`config.mk`:
```
export PLATFORM = sky130hd
export DESIGN_NAME = coralnpu_irq_ctrl
export DESIGN_NICKNAME = d
export VERILOG_FILES = /design/src/rtl/coralnpu_irq_ctrl.sv
export SDC_FILE = /design/constraint.sdc
export NUM_CORES = 1
export LEC_CHECK = 0
export CAP_MARGIN = 40
export CORE_MARGIN = 5
export CORE_UTILIZATION = 45
export CTS_BUF_LIST = sky130_fd_sc_hd__clkbuf_8
export DETAILED_ROUTE_END_ITERATION = 16
export PLACE_DENSITY_LB_ADDON = 0.15
export SETUP_SLACK_MARGIN = 0.02
export SKIP_CTS_REPAIR_TIMING = 1
export SLEW_MARGIN = 20
export SYNTH_ARGS = -nofsm -noshare
export SYNTH_HDL_FRONTEND = slang
export SYNTH_SLANG_ARGS = --single-unit
```
`constraint.sdc`:
```
create_clock -name clk -period 6.1 [get_ports clk]
set_clock_uncertainty 0.05 [all_clocks]
set_input_delay 0.915 -clock clk [delete_from_list [all_inputs] [get_ports clk]]
set_output_delay 0.915 -clock clk [all_outputs]
set_load 0.01 [all_outputs]
```
`src/rtl/coralnpu_irq_ctrl.sv`:
```
// rtl/coralnpu_irq_ctrl.sv - fixed-priority interrupt controller with claim/complete handshake
module coralnpu_irq_ctrl #(
  parameter int NUM_SRC = 8,
  parameter int CNT_W   = 8,
  localparam int ID_W   = $clog2(NUM_SRC + 1)
) (
  input  logic               clk,
  input  logic               reset,
  input  logic [NUM_SRC-1:0] src,
  input  logic [NUM_SRC-1:0] src_en,
  input  logic [NUM_SRC-1:0] src_edge,
  input  logic               halted,
  input  logic               wfi,
  output logic               irq,
  output logic               wake,
  input  logic               claim_req,
  output logic               claim_ack,
  output logic [ID_W-1:0]    claim_id,
  input  logic               complete_valid,
  input  logic [ID_W-1:0]    complete_id,
  output logic [NUM_SRC-1:0] pending,
  output logic [NUM_SRC-1:0] in_service,
  output logic [CNT_W-1:0]   coalesced_cnt,
  input  logic               cnt_clr
);

  localparam logic [CNT_W+5:0] CNT_MAX = {6'd0, {CNT_W{1'b1}}};

  logic [NUM_SRC-1:0] src_q_q, src_q_d;
  logic [NUM_SRC-1:0] pending_q, pending_d;
  logic [NUM_SRC-1:0] in_service_q, in_service_d;
  logic               irq_q, irq_d;
  logic               wake_q, wake_d;
  logic               claim_ack_q, claim_ack_d;
  logic [ID_W-1:0]    claim_id_q, claim_id_d;
  logic [CNT_W-1:0]   cnt_q, cnt_d;

  logic [NUM_SRC-1:0] rise;
  logic [NUM_SRC-1:0] eligible;
  logic [NUM_SRC-1:0] claim_vec;
  logic [ID_W-1:0]    claim_sel;
  logic               found;
  logic [5:0]         inc_cnt;
  logic [CNT_W+5:0]   cnt_sum;

  // Next-state logic: edge detect, pending/in-service update, claim arbitration, coalescing count
  always_comb begin
    src_q_d      = src;
    rise         = src & ~src_q_q;
    eligible     = pending_q & ~in_service_q & src_en;
    claim_vec    = '0;
    claim_sel    = '0;
    found        = 1'b0;
    inc_cnt      = 6'd0;
    pending_d    = pending_q;
    in_service_d = in_service_q;
    cnt_sum      = '0;
    cnt_d        = cnt_q;

    // Lowest eligible index wins; only when a claim is actually requested.
    if (claim_req) begin
      for (int i = 0; i < NUM_SRC; i++) begin
        if (eligible[i] && !found) begin
          found        = 1'b1;
          claim_vec[i] = 1'b1;
          claim_sel    = ID_W'(i + 1);
        end
      end
    end

    for (int i = 0; i < NUM_SRC; i++) begin
      if (src_edge[i]) begin
        // A new edge beats a simultaneous claim-clear so that edge is not lost.
        pending_d[i] = (rise[i] & src_en[i]) | (pending_q[i] & ~claim_vec[i]);
        if (rise[i] && src_en[i] && pending_q[i] && !claim_vec[i]) begin
          inc_cnt = inc_cnt + 6'd1;
        end
      end else begin
        pending_d[i] = src[i] & src_en[i];
      end
      // Out-of-range or zero IDs never match, so they fall through as no-ops.
      if (complete_valid && complete_id == ID_W'(i + 1)) begin
        in_service_d[i] = 1'b0;
      end
    end
    in_service_d = in_service_d | claim_vec;

    if (cnt_clr) begin
      cnt_d = '0;
    end else begin
      cnt_sum = {6'd0, cnt_q} + {{CNT_W{1'b0}}, inc_cnt};
      cnt_d   = (cnt_sum > CNT_MAX) ? {CNT_W{1'b1}} : cnt_sum[CNT_W-1:0];
    end

    irq_d       = (|eligible) & ~halted;
    wake_d      = irq_d & ~irq_q & wfi;
    claim_ack_d = claim_req;
    claim_id_d  = claim_req ? claim_sel : claim_id_q;
  end

  // State registers with synchronous reset
  always_ff @(posedge clk) begin
    if (reset) begin
      src_q_q      <= '0;
      pending_q    <= '0;
      in_service_q <= '0;
      irq_q        <= 1'b0;
      wake_q       <= 1'b0;
      claim_ack_q  <= 1'b0;
      claim_id_q   <= '0;
      cnt_q        <= '0;
    end else begin
      src_q_q      <= src_q_d;
      pending_q    <= pending_d;
      in_service_q <= in_service_d;
      irq_q        <= irq_d;
      wake_q       <= wake_d;
      claim_ack_q  <= claim_ack_d;
      claim_id_q   <= claim_id_d;
      cnt_q        <= cnt_d;
    end
  end

  assign irq           = irq_q;
  assign wake          = wake_q;
  assign claim_ack     = claim_ack_q;
  assign claim_id      = claim_id_q;
  assign pending       = pending_q;
  assign in_service    = in_service_q;
  assign coalesced_cnt = cnt_q;

endmodule
```
==> flow_summary.yaml <==
synthesis:
  ys_top_cells_by_count: "39 x dfxtp_1, 33 x nand2_1, 31 x a21oi_1, 16 x nor2_1, 14 x ha_1"
  synthXorXnorAreaFrac_pct: 8.410
  synthTopCellsByArea: "dfxtp_1 32%, ha_1 7.1%, a21oi_1 6.3%"
  yosysTopAreaCell: "dfxtp_1"
  synth_top_family_by_area: "simple AND/OR/NAND/NOR gates"
  synth_most_common_cell: "dfxtp_1"
  synthMuxAreaShare_pct: 1.733
  yosys.area_share.adder_pct: 8.359
  yosys.area_share.simple_pct: 27.83
  synth_top_area_share_pct: 31.80
  syn_area_um2: 2455
  yosys_warnings: 0
  synth_edf_count: 0
  async_flop_share_pct: 0
  ys_types: 61
  synth-compound-area-share_pct: 18.45
  synth_top_flop_cell: "dfxtp_1"
  synth_cells: 286
  synth_area_per_cell_um2: 8.583
  synth-seq-area-share_pct: 31.80
  postSynthNetCount: 336
  synth_seq_cells: 39
detailed_routing:
  routed_wl_mm: 7.030
  num_vias: 2516
  ant_nets: 0
  drc: 0
  drtIter0Drc: 109
  drt-pass1-iter-count: 4
  wl_per_cell_um: 15.05
  viasPerCell: 5.388
finish:
  fin_util_pct: 71.88
  fillCellCount: 421
  ff_latch_area_um2: 780.7
  nNetsFinal: 446
  n_antenna_cell: 0
  final_area_um2: 3741
  area_growth_pct: 52.40
  drive_above_1_share_pct: 22.67
  multi_input_area_um2: 1712
sta:
  worst_pin_slew_ps: 766.2
  slew_viol_final: 0
  setup_viol: 0
  fin_crit_ps: 5932
  finalHoldViolCount: 0
  setup_tns_ps: 0
  rsz0062_at_grt: "true"
  period_share_pct: 97.25
  maxSlewHeadroom_pct: 48.53
  fmaxAchievable_ghz: 0.1686
place:
  gp_congestion: 0.9352
  port_buffers: 65
  dp_hpwl_mm: 5.481
  placed_cell_area_um2: 3535
clock_network:
  cts_sinks: 39
  cts_tree: "done"
  clk_latency_ps: 300
  cts_buffers: 5
  htree_levels: 2
  clockBufferDepth: 2
  root_buffer: "clkbuf_8"
  path_clk_slew_ps: 90
global_routing:
  grt_overflow_total: 0
  grt_pass1_vias: 2565
  grt_pass1_wl_mm: 11.63
  grt_max_degree: 32
  grtUsageTotal_pct: 19.78
  antenna_found_initial: 0
die:
  num_rows: 26
  die_area_um2: 7033
  io_pins: 66
  initial_core_util_pct: 47.16
  core-area_um2: 5205
  die_h_um: 83.86
  die_x_um: 83.86
worst_hold_path:
  min_path_type: "reg2reg"
worst_setup_path:
  worst_ep_arrival_time_ps: 6080
  crit_type: "in2reg"
  worstPathMaxFanout: 3
  critPathLaunchType: "input pin"
  worst_path_largest_cell_delay_ps: 300
  worstPathRequired_ps: 6250
  cp-end-kind: "flop"
  crit_slowest_cell: "ha_1"
  path_common_cell: "ha_4"
power_and_ir_drop:
  ir_drop_mv: 0.1430
  p_leak_uw: 0.001544
  power_uw: 595.3
  powerDensity_nw_per_um2: 159.1
job:
  max-cap-violations: 0
run_status:
  outcome: "finished, final reports clean"
[layout by cell type, fill, tap and decap left out, types with 5 or more instances in the layout]
master / Yosys / final
dfxtp_1: 39 / 39
dlymetal6s2s_1: 0 / 6
nor2b_1: 11 / 11
a31oi_1: 6 / 6
nand3b_1: 7 / 7
nor3_1: 9 / 7
clkdlybuf4s50_1: 0 / 59
o21ai_0: 8 / 7
nand2_1: 33 / 30
xnor2_1: 11 / 11
ha_1: 14 / 10
a21oi_1: 31 / 28
nor2_1: 16 / 15
buf_4: 0 / 44
clkbuf_8: 0 / 5
inv_1: 12 / 10
nand3_1: 10 / 8
xor2_1: 8 / 8
[area by class of cell]
type	count	area share, %
well taps	70	2.341
clock inverters	3	1.171
flip-flops and latches	39	20.87
inverters	14	1.405
clock buffers	5	1.839
multi-input cells	227	45.75
repair buffers	109	26.62
[flip-flops by register name, summed over array words and instances, names as in the netlist]
| name | count |
|---|---|
| in_service | 8 |
| pending | 8 |
| claim_ack | 1 |
| claim_id | 4 |
| src_q_q | 8 |
| irq | 1 |
| wake | 1 |
| coalesced_cnt | 8 |
[worst max-delay path: cells and delay by family]
kind	cells	cell delay, ps
buffers and inverters	3	270
adders and majority gates	7	1710
AOI/OAI and AO/OA	9	1230
muxes	4	980
and+or+nand+nor	10	970
[stage by stage]
stage               hold slack, ps  setup slack, ps  cells
floorplan                    433.1           -95.07    286
global placement             403.2           -404.7    455
detailed placement           411.1           -587.5    455
CTS                          424.3           -267.0    463
global route                 458.9           -201.8    467
finish                       426.4            167.5    467
[logic make-up after synthesis]
family                     count (synthesis)
xor gates and xnor gates                  21
buffers and inverters                     20
muxes                                      4
and+or+nand+nor                          117
AOI/OAI and AO/OA                         69
adders and majority gates                 16
DFF                                       39
[worst paths after layout]
check / from / to / slack (ps) / cells past startpoint
setup / recovery: src_en[1] / coalesced_cnt[7] / 170 / 33
hold / removal: claim_id[1] / claim_id[1] / 430 / 2
setup reg to reg: pending[1] / coalesced_cnt[7] / 500 / 32
hold reg to reg: claim_id[1] / claim_id[1] / 430 / 2
[power by group]
part	switching, uW	internal (uW)
Combinational	45.5	55.7
Sequential	7.89	264
Clock	100	122
Total	154	442
[routing by layer]
metal  vias to the layer above  wire length, um  global-route usage, %
met4                         0               80                  4.386
li1                       1249                -                      -
met2                        69             3353                  33.19
met3                         9              404                  4.837
met5                         -                0                      0
met1                      1189             3192                  25.63
(Power assumes the default switching activity.)
